$ cat config.mk
export PLATFORM = sky130hd
export DESIGN_NAME = dispatch_router
export DESIGN_NICKNAME = d
export VERILOG_FILES = /design/src/rtl/dispatch_router.sv
export SDC_FILE = /design/constraint.sdc
export NUM_CORES = 1
export LEC_CHECK = 0
export BUFFER_PORTS_ARGS = -buffer_cell sky130_fd_sc_hd__buf_2
export CAP_MARGIN = 20
export CORE_MARGIN = 2
export CORE_UTILIZATION = 61
export CTS_CLUSTER_DIAMETER = 60
export DETAILED_ROUTE_END_ITERATION = 16
export PLACE_DENSITY = 0.87
export SLEW_MARGIN = 25
export SYNTH_ARGS = -nofsm -noshare
export SYNTH_HDL_FRONTEND = slang
export SYNTH_SLANG_ARGS = --single-unit
$ cat constraint.sdc
create_clock -name clk -period 8.75 [get_ports clk]
set_input_delay 0.4375 -clock clk [delete_from_list [all_inputs] [get_ports clk]]
set_output_delay 0.4375 -clock clk [all_outputs]
set_load 0.1 [all_outputs]
$ cat src/rtl/dispatch_router.sv
// Dispatch router: classifies decoded instructions into ALU/MEM/BR, buffers them
// in an in-order circular FIFO and hands the head to the matching issue queue.
module dispatch_router #(
  parameter int DEPTH = 4
) (
  input  logic        clk,
  input  logic        reset_n,
  input  logic        flush,
  input  logic        in_valid,
  output logic        in_ready,
  input  logic [4:0]  rs1,
  input  logic [4:0]  rs2,
  input  logic [4:0]  rd,
  input  logic [2:0]  ALUOp,
  input  logic [6:0]  Opcode,
  input  logic [2:0]  func3,
  input  logic [6:0]  func7,
  input  logic        fu_mem,
  input  logic        fu_alu,
  input  logic        fu_br,
  output logic        alu_valid,
  input  logic        alu_ready,
  output logic        mem_valid,
  input  logic        mem_ready,
  output logic        br_valid,
  input  logic        br_ready,
  output logic [4:0]  out_rs1,
  output logic [4:0]  out_rs2,
  output logic [4:0]  out_rd,
  output logic [2:0]  out_ALUOp,
  output logic [6:0]  out_Opcode,
  output logic [2:0]  out_func3,
  output logic [6:0]  out_func7,
  output logic [7:0]  illegal_cnt,
  output logic [15:0] dispatch_cnt
);

  localparam int AW = $clog2(DEPTH);
  localparam logic [AW-1:0] PTR_ONE  = AW'(1);
  localparam logic [AW:0]   CNT_ONE  = (AW+1)'(1);
  localparam logic [AW:0]   CNT_FULL = (AW+1)'(DEPTH);

  typedef enum logic [1:0] {
    CLS_ALU = 2'd0,
    CLS_MEM = 2'd1,
    CLS_BR  = 2'd2
  } uop_class_e;

  typedef struct packed {
    uop_class_e  cls;
    logic [4:0]  rs1;
    logic [4:0]  rs2;
    logic [4:0]  rd;
    logic [2:0]  alu_op;
    logic [6:0]  opcode;
    logic [2:0]  func3;
    logic [6:0]  func7;
  } entry_t;

  entry_t        fifo_mem [DEPTH];
  logic [AW-1:0] wr_ptr;
  logic [AW-1:0] rd_ptr;
  logic [AW:0]   count;

  uop_class_e in_cls;
  entry_t     in_entry;
  entry_t     head;
  logic       legal;
  logic       accept;
  logic       push;
  logic       drop;
  logic       pop;
  logic       not_empty;

  // Loads and branches also carry fu_alu=1, so MEM and BR must win over ALU.
  always_comb begin
    in_cls = CLS_ALU;
    if (fu_mem) begin
      in_cls = CLS_MEM;
    end else if (fu_br) begin
      in_cls = CLS_BR;
    end
  end

  assign legal     = fu_mem | fu_br | fu_alu;
  assign not_empty = (count != '0);
  assign in_ready  = reset_n && (count < CNT_FULL) && !flush;
  assign accept    = in_valid && in_ready;
  assign push      = accept && legal;
  assign drop      = accept && !legal;

  assign in_entry = '{cls: in_cls, rs1: rs1, rs2: rs2, rd: rd, alu_op: ALUOp,
                      opcode: Opcode, func3: func3, func7: func7};

  assign head = fifo_mem[rd_ptr];

  always_ff @(posedge clk) begin
    if (push) begin
      fifo_mem[wr_ptr] <= in_entry;
    end
  end

  always_comb begin
    alu_valid  = 1'b0;
    mem_valid  = 1'b0;
    br_valid   = 1'b0;
    out_rs1    = '0;
    out_rs2    = '0;
    out_rd     = '0;
    out_ALUOp  = '0;
    out_Opcode = '0;
    out_func3  = '0;
    out_func7  = '0;
    if (reset_n && not_empty) begin
      out_rs1    = head.rs1;
      out_rs2    = head.rs2;
      out_rd     = head.rd;
      out_ALUOp  = head.alu_op;
      out_Opcode = head.opcode;
      out_func3  = head.func3;
      out_func7  = head.func7;
      if (!flush) begin
        case (head.cls)
          CLS_ALU: alu_valid = 1'b1;
          CLS_MEM: mem_valid = 1'b1;
          CLS_BR:  br_valid  = 1'b1;
          default: ;
        endcase
      end
    end
  end

  // Only the head may leave; a stalled head blocks every younger entry.
  assign pop = (alu_valid && alu_ready) || (mem_valid && mem_ready) ||
               (br_valid && br_ready);

  always_ff @(posedge clk) begin
    if (!reset_n) begin
      wr_ptr       <= '0;
      rd_ptr       <= '0;
      count        <= '0;
      illegal_cnt  <= '0;
      dispatch_cnt <= '0;
    end else if (flush) begin
      wr_ptr <= '0;
      rd_ptr <= '0;
      count  <= '0;
    end else begin
      if (push) begin
        wr_ptr <= wr_ptr + PTR_ONE;
      end
      if (pop) begin
        rd_ptr       <= rd_ptr + PTR_ONE;
        dispatch_cnt <= dispatch_cnt + 16'd1;
      end
      if (push && !pop) begin
        count <= count + CNT_ONE;
      end else if (pop && !push) begin
        count <= count - CNT_ONE;
      end
      if (drop && (illegal_cnt != 8'hFF)) begin
        illegal_cnt <= illegal_cnt + 8'd1;
      end
    end
  end

endmodule

==> flow_summary.json, run 1 <==
{
  "cp.required_ns": 9.10,
  "max_cap_viol_count": 0,
  "synthesis.instances": 414,
  "ioPinCount": 108,
  "finalCritPeriodShare_pct": 45.9,
  "dp_hpwl_microns": 8210,
  "vdd_drop_max_v": 0.000232,
  "p_leak_uw": 0.00297,
  "first_iter_violations": 439,
  "fp.dieH_microns": 113,
  "synth_top_area_share_pct": 61.7,
  "ctsLongestPathBuffers": 2,
  "coreArea_sq_um": 11500,
  "dieArea_sq_um": 12700,
  "grt.total_usage_pct": 23.1,
  "hold_slack_ns": 0.217,
  "worst_pin_slew_ns": 1.00,
  "cts_sinks": 181,
  "cts_made_buffers": 17,
  "rsz0062_at_grt": "no",
  "wire_per_inst_microns": 20.6,
  "gp_congestion": 0.763,
  "postCtsHoldBufs": 0,
  "fin_skew_ns": 0.00693,
  "cts_root_buffer": "clkbuf_16",
  "r2r_cells": 10,
  "port-buffer-count": 107,
  "placed_area_sq_um": 7860,
  "antenna_found_initial": 0,
  "clk_latency_ns": 0.43,
  "synth-seq-cells": 181,
  "drc": 0,
  "areaGrowthSynthToFinish_pct": 17.8,
  "finalPower_uw": 1800,
  "crit_path_end_kind": "flop",
  "viasPerCell": 5.95,
  "holdPathStages": 1,
  "crit_family": "multiplexers",
  "start_util_pct": 62.9,
  "yosys.area_share.adder_pct": 1.49,
  "fin_util_pct": 74.1,
  "row_count": 39,
  "grt_pass1_wl_microns": 21500,
  "vias": 4037,
  "synth.mux.area_fraction_pct": 12.4,
  "synth_compound_area_share_pct": 3.25,
  "finalHoldViolations": 0,
  "cts.clk_slew.worst_paths_ns": 0.06,
  "async_reset_ff_share_pct": 0,
  "antennaDiodeCount": 0,
  "syn-num-nets": 467,
  "cts_post_setup_buffers_inserted": 0,
  "fp.dieW_microns": 113,
  "synth_top_family_by_area": "multiplexers",
  "path_buf_inv": 2,
  "slew_headroom_pct": 33.1,
  "cts_tree": "built",
  "outcome": "complete, no violations",
  "synth_xor_xnor_area_share_pct": 1.22,
  "grt_max_degree": 38,
  "crit_cells": 10,
  "h-tree-depth": 4,
  "grt_overflow": 0,
  "cp_max_fo": 37,
  "ctsResizeCount": 0,
  "cp-start-kind": "flop",
  "drt-total-wl_microns": 14000,
  "power_density_nw_per_um2": 212,
  "yosysSeqAreaShare_pct": 70.8,
  "fin_area_sq_um": 8490,
  "min_period_ns": 4.01,
  "clock.fmax_ghz": 0.249,
  "critical_path.max_stage_delay_ns": 0.67,
  "worst-setup-path-type": "reg -> reg",
  "synth_warnings": 0,
  "synth_edf_count": 148,
  "ys_types": 38,
  "nets": 575,
  "setup_tns_ns": 0,
  "drive_gt1_share_pct": 34.2,
  "critPathArrivalTime_ns": 4.37,
  "synth_area_sq_um": 7210,
  "synth_area_leaders": "edfxtp_1 (62%), mux4_2 (12%), dfxtp_1 (9.2%)",
  "path_cells": "buf_4, mux4_2, mux2i_1, a2bb2oi_4, ha_1, inv_1, fa_1, xor2_1, or3_1, a21oi_1",
  "ant_nets": 0,
  "crit_slowest_cell": "mux4_2",
  "yosys.area.top_type": "edfxtp_1",
  "syn_area_per_cell_sq_um": 17.4,
  "first_pass_iters": 5,
  "first_global_vias": 4123,
  "drv_slew": 0,
  "synth-main-ff-cell": "edfxtp_1",
  "setup_viol": 0,
  "hp-class": "in -> reg",
  "synth-simple-area-share_pct": 9.15
}
-- per-layer routing --
metal | routed length (microns) | vias to the layer above | global-route usage [%]
met5 | 0 | - | 0
met4 | 328 | 0 | 10.9
met3 | 869 | 26 | 5.95
met2 | 7320 | 162 | 37.9
met1 | 5470 | 2005 | 29.1
li1 | - | 1844 | -
-- flip-flops by register name, summed over array words and instances (netlist names), named ones only --
| register | count |
|---|---|
| wr_ptr | 2 |
| rd_ptr | 2 |
| fifo_mem | 148 |
| dispatch_cnt | 16 |
| count | 3 |
| illegal_cnt | 8 |
-- cell usage after synthesis, drive strengths merged (2+ instances only) --
master / number
a21oi: 13
and2: 5
and3: 2
and4: 2
buf: 6
clkbuf: 14
dfxtp: 33
edfxtp: 148
ha: 7
inv: 8
mux2i: 6
mux4: 37
nand2: 7
nand2b: 2
nand3: 8
nand4: 5
nor2: 16
nor2b: 40
nor4: 2
o211ai: 2
o21ai: 5
o31ai: 11
or3: 6
or4: 9
xnor2: 3
xor2: 7
-- layout by cell type, fill, tap and decap left out, drive strengths merged, types with 2 or more instances in the layout --
cell type  Yosys  final
a21oi         13     13
and2           5      5
and3           2      2
and4           2      2
buf            6    109
bufinv         0      4
clkbuf        14     19
clkinv         0      8
dfxtp         33     33
edfxtp       148    148
ha             7      7
inv            8      9
mux2i          6      6
mux4          37     37
nand2          7      7
nand2b         2      2
nand3          8      8
nand4          5      5
nor2          16     16
nor2b         40     40
nor4           2      2
o211ai         2      2
o21ai          5      5
o31ai         11     11
or3            6      6
or4            9      9
xnor2          3      3
xor2           7      7
-- per-stage QoR --
step                worst slack (ns)  cells
finish                          4.74    678
global route                    4.49    678
CTS                             4.70    677
detailed placement              4.75    645
global placement                4.65    645
floorplan                       4.34    414
-- power breakdown --
part	switching [uW]	internal [uW]	total, uW
Clock	309	477	786
Combinational	57.1	20.8	77.9
Sequential	2.32	937	939
-- worst register-to-register path, cell delays in order, from the launching register on --
cell and delay, ns:
dfxtp_2 0.32, buf_4 0.58, mux4_2 0.67, mux2i_1 0.32, a2bb2oi_4 0.62, ha_1 0.34
inv_1 0.08, fa_1 0.39, xor2_1 0.16, or3_1 0.31, a21oi_1 0.14
-- cell type report --
cell class,count,area (sq um)
Clock inverter,13,180
Multi-Input combinational cell,205,2000
Tap cell,143,179
Fill cell,627,2970
Timing Repair Buffer,109,563
Inverter,8,30.0
Sequential cell,181,5110
Clock buffer,19,433
-- kinds of logic after synthesis --
group                      after synthesis
DFF                                    181
buffers and inverters                   28
muxes                                   43
AOI/OAI and AO/OA                       35
adders and majority gates                8
and+or+nand+nor                        109
xor gates and xnor gates                10
-- path summary, 6_finish.rpt --
| kind | start | to | slack, ns |
|---|---|---|---|
| setup reg to reg | flop | count[2]$_SDFFE_PP0P_ | 4.74 |
| hold reg to reg | dispatch_cnt[10]$_SDFFE_PN0P_ | dispatch_cnt[10]$_SDFFE_PN0P_ | 0.50 |
| hold / removal | Opcode[6] | fifo_mem[1][16]$_DFFE_PP_ | 0.22 |
| setup / recovery | flop | count[2]$_SDFFE_PP0P_ | 4.74 |
Power figures use the tool's default switching activity.
==> inputs of run 2 (changes only) <==
CORE_UTILIZATION = 51   (was 61)
PLACE_DENSITY = 0.77   (was 0.87)
clock period = 3.3 ns   (was 8.75 ns; I/O delays follow)
==> flow_summary.json, run 2 (synthesis gave the netlist of run 1 again) <==
{
  "dp_hpwl_microns": 8250,
  "finalCritPeriodShare_pct": 87.1,
  "first_global_vias": 4209,
  "min_period_ns": 2.88,
  "ctsResizeCount": 0,
  "antennaDiodeCount": 0,
  "critPathArrivalTime_ns": 2.71,
  "seqPwrFrac_pct": 53.1,
  "first_iter_violations": 263,
  "critical_path.max_stage_delay_ns": 0.82,
  "cts_sinks": 181,
  "worst_pin_slew_ns": 0.866,
  "row_count": 43,
  "outcome": "complete, no violations",
  "cp_max_fo": 35,
  "final_cell_mix": "edfxtp_1 (148), buf_2 (105), nor2b_1 (40), mux4_2 (37), dlygate4sd3_1 (36)",
  "worst-setup-path-type": "reg -> out",
  "first_pass_iters": 4,
  "cp-start-kind": "flop",
  "grt_max_degree": 38,
  "fin_skew_ns": 0.00752,
  "clk_latency_ns": 0.43,
  "crit_path_end_kind": "output port",
  "cts.clk_slew.worst_paths_ns": 0.06,
  "vdd_drop_max_v": 0.000287,
  "gp_congestion": 0.792,
  "areaGrowthSynthToFinish_pct": 24.1,
  "largest_reg_flops": 148,
  "max_cap_viol_count": 0,
  "dp_cells": 690,
  "drt-total-wl_microns": 13800,
  "grt_overflow": 0,
  "antenna_found_initial": 0,
  "ctsLongestPathBuffers": 2,
  "dieArea_sq_um": 15100,
  "coreArea_sq_um": 13800,
  "cts_root_buffer": "clkbuf_16",
  "cts_made_buffers": 17,
  "start_util_pct": 52.1,
  "setup_viol": 0,
  "reg_top3": "fifo_mem x148, dispatch_cnt x16, illegal_cnt x8",
  "fp.dieH_microns": 123,
  "wire_per_inst_microns": 18.3,
  "cp.required_ns": 3.13,
  "path_cells": "nor3_1, nand2b_2, nor2b_1, buf_2",
  "crit_slowest_cell": "nand2b_2",
  "drc": 0,
  "finalHoldViolations": 0,
  "power_density_nw_per_um2": 525,
  "regMostFlops": "fifo_mem",
  "cts_tree": "built",
  "ioPinCount": 108,
  "fin_util_pct": 64.7,
  "finalPower_uw": 4690,
  "layout.cells.most_common": "edfxtp_1",
  "grt_pass1_wl_microns": 21500,
  "p_leak_uw": 0.00313,
  "drive_gt1_share_pct": 34.0,
  "viasPerCell": 5.47,
  "clock.fmax_ghz": 0.348,
  "switchingPower_uw": 1000,
  "fp.dieW_microns": 123,
  "p_clk_share_pct": 41.8,
  "swShare_pct": 21.4,
  "ant_nets": 0,
  "crit_path_start": "count[0]$_SDFFE_PP0P_",
  "drv_slew": 0,
  "h-tree-depth": 4,
  "p_comb_share_pct": 5.2,
  "port-buffer-count": 107,
  "rsz0062_at_grt": "no",
  "grt.total_usage_pct": 19.3,
  "nets": 618,
  "p_int_uw": 3690,
  "vias": 4144,
  "min_from": "reset_n",
  "hp-class": "in -> reg",
  "slew_headroom_pct": 42.2,
  "stdcell_count": 757
}
## run 2: worst max-delay path: cells and delay by family, from the launching register on
| family | cells | cell delay, ns |
|---|---|---|
| AND/OR/NAND/NOR | 3 | 1.56 |
| buffers and inverters | 1 | 0.34 |
| flip-flops | 1 | 0.36 |
## run 2: worst paths after layout
path | cells after the start | slack (ns) | end
max | 4 | 0.42 | out_Opcode[1]
min | 2 | 0.06 | dispatch_cnt[15]$_SDFFE_PN0P_
max reg2reg | 10 | 0.50 | count[2]$_SDFFE_PP0P_
min reg2reg | 2 | 0.51 | flop
## run 2: layer usage
metal  share of wire (%)  global-route usage [%]
met1                  40                    23.2
met3                 4.0                    4.28
met2                  53                    33.1
met4                 2.8                    9.55
met5                   0                       0
## run 2: per-stage QoR
step	setup TNS [ns]	hold slack, ns	area, sq um	setup WS [ns]
finish	0	0.0565	8940	0.424
global placement	0	0.375	8010	0.617
CTS	0	0.0468	8940	0.386
global route	0	0.0722	8940	0.285
detailed placement	0	0.381	8010	0.533
floorplan	-0.683	0.264	7240	-0.342
## run 2: what timing repair did
item	4_1_cts	5_1_grt
buffers inserted	0	0
hold buffers	36	0
hold endpoints to repair	144	0
## run 2: cell type report
cell class                      count  area [sq um]
Clock buffer                       18           429
Clock inverter                     13           146
Fill cell                         969          4880
Inverter                            8          30.0
Multi-Input combinational cell    205          2010
Sequential cell                   181          5110
Tap cell                          180           225
Timing Repair Buffer              152           993
## run 2: power groups by stage
| stage | Combinational (uW) | Clock [uW] | Sequential [uW] |
|---|---|---|---|
| 6_report | 242 | 1960 | 2490 |
| 5_1_grt | 257 | 2070 | 2490 |
| 4_1_cts | 243 | 1990 | 2490 |
| 3_5_place_dp | 208 | 0 | 2540 |
| 3_3_place_gp | 201 | 0 | 2540 |
| 2_1_floorplan | 135 | 0 | 2540 |
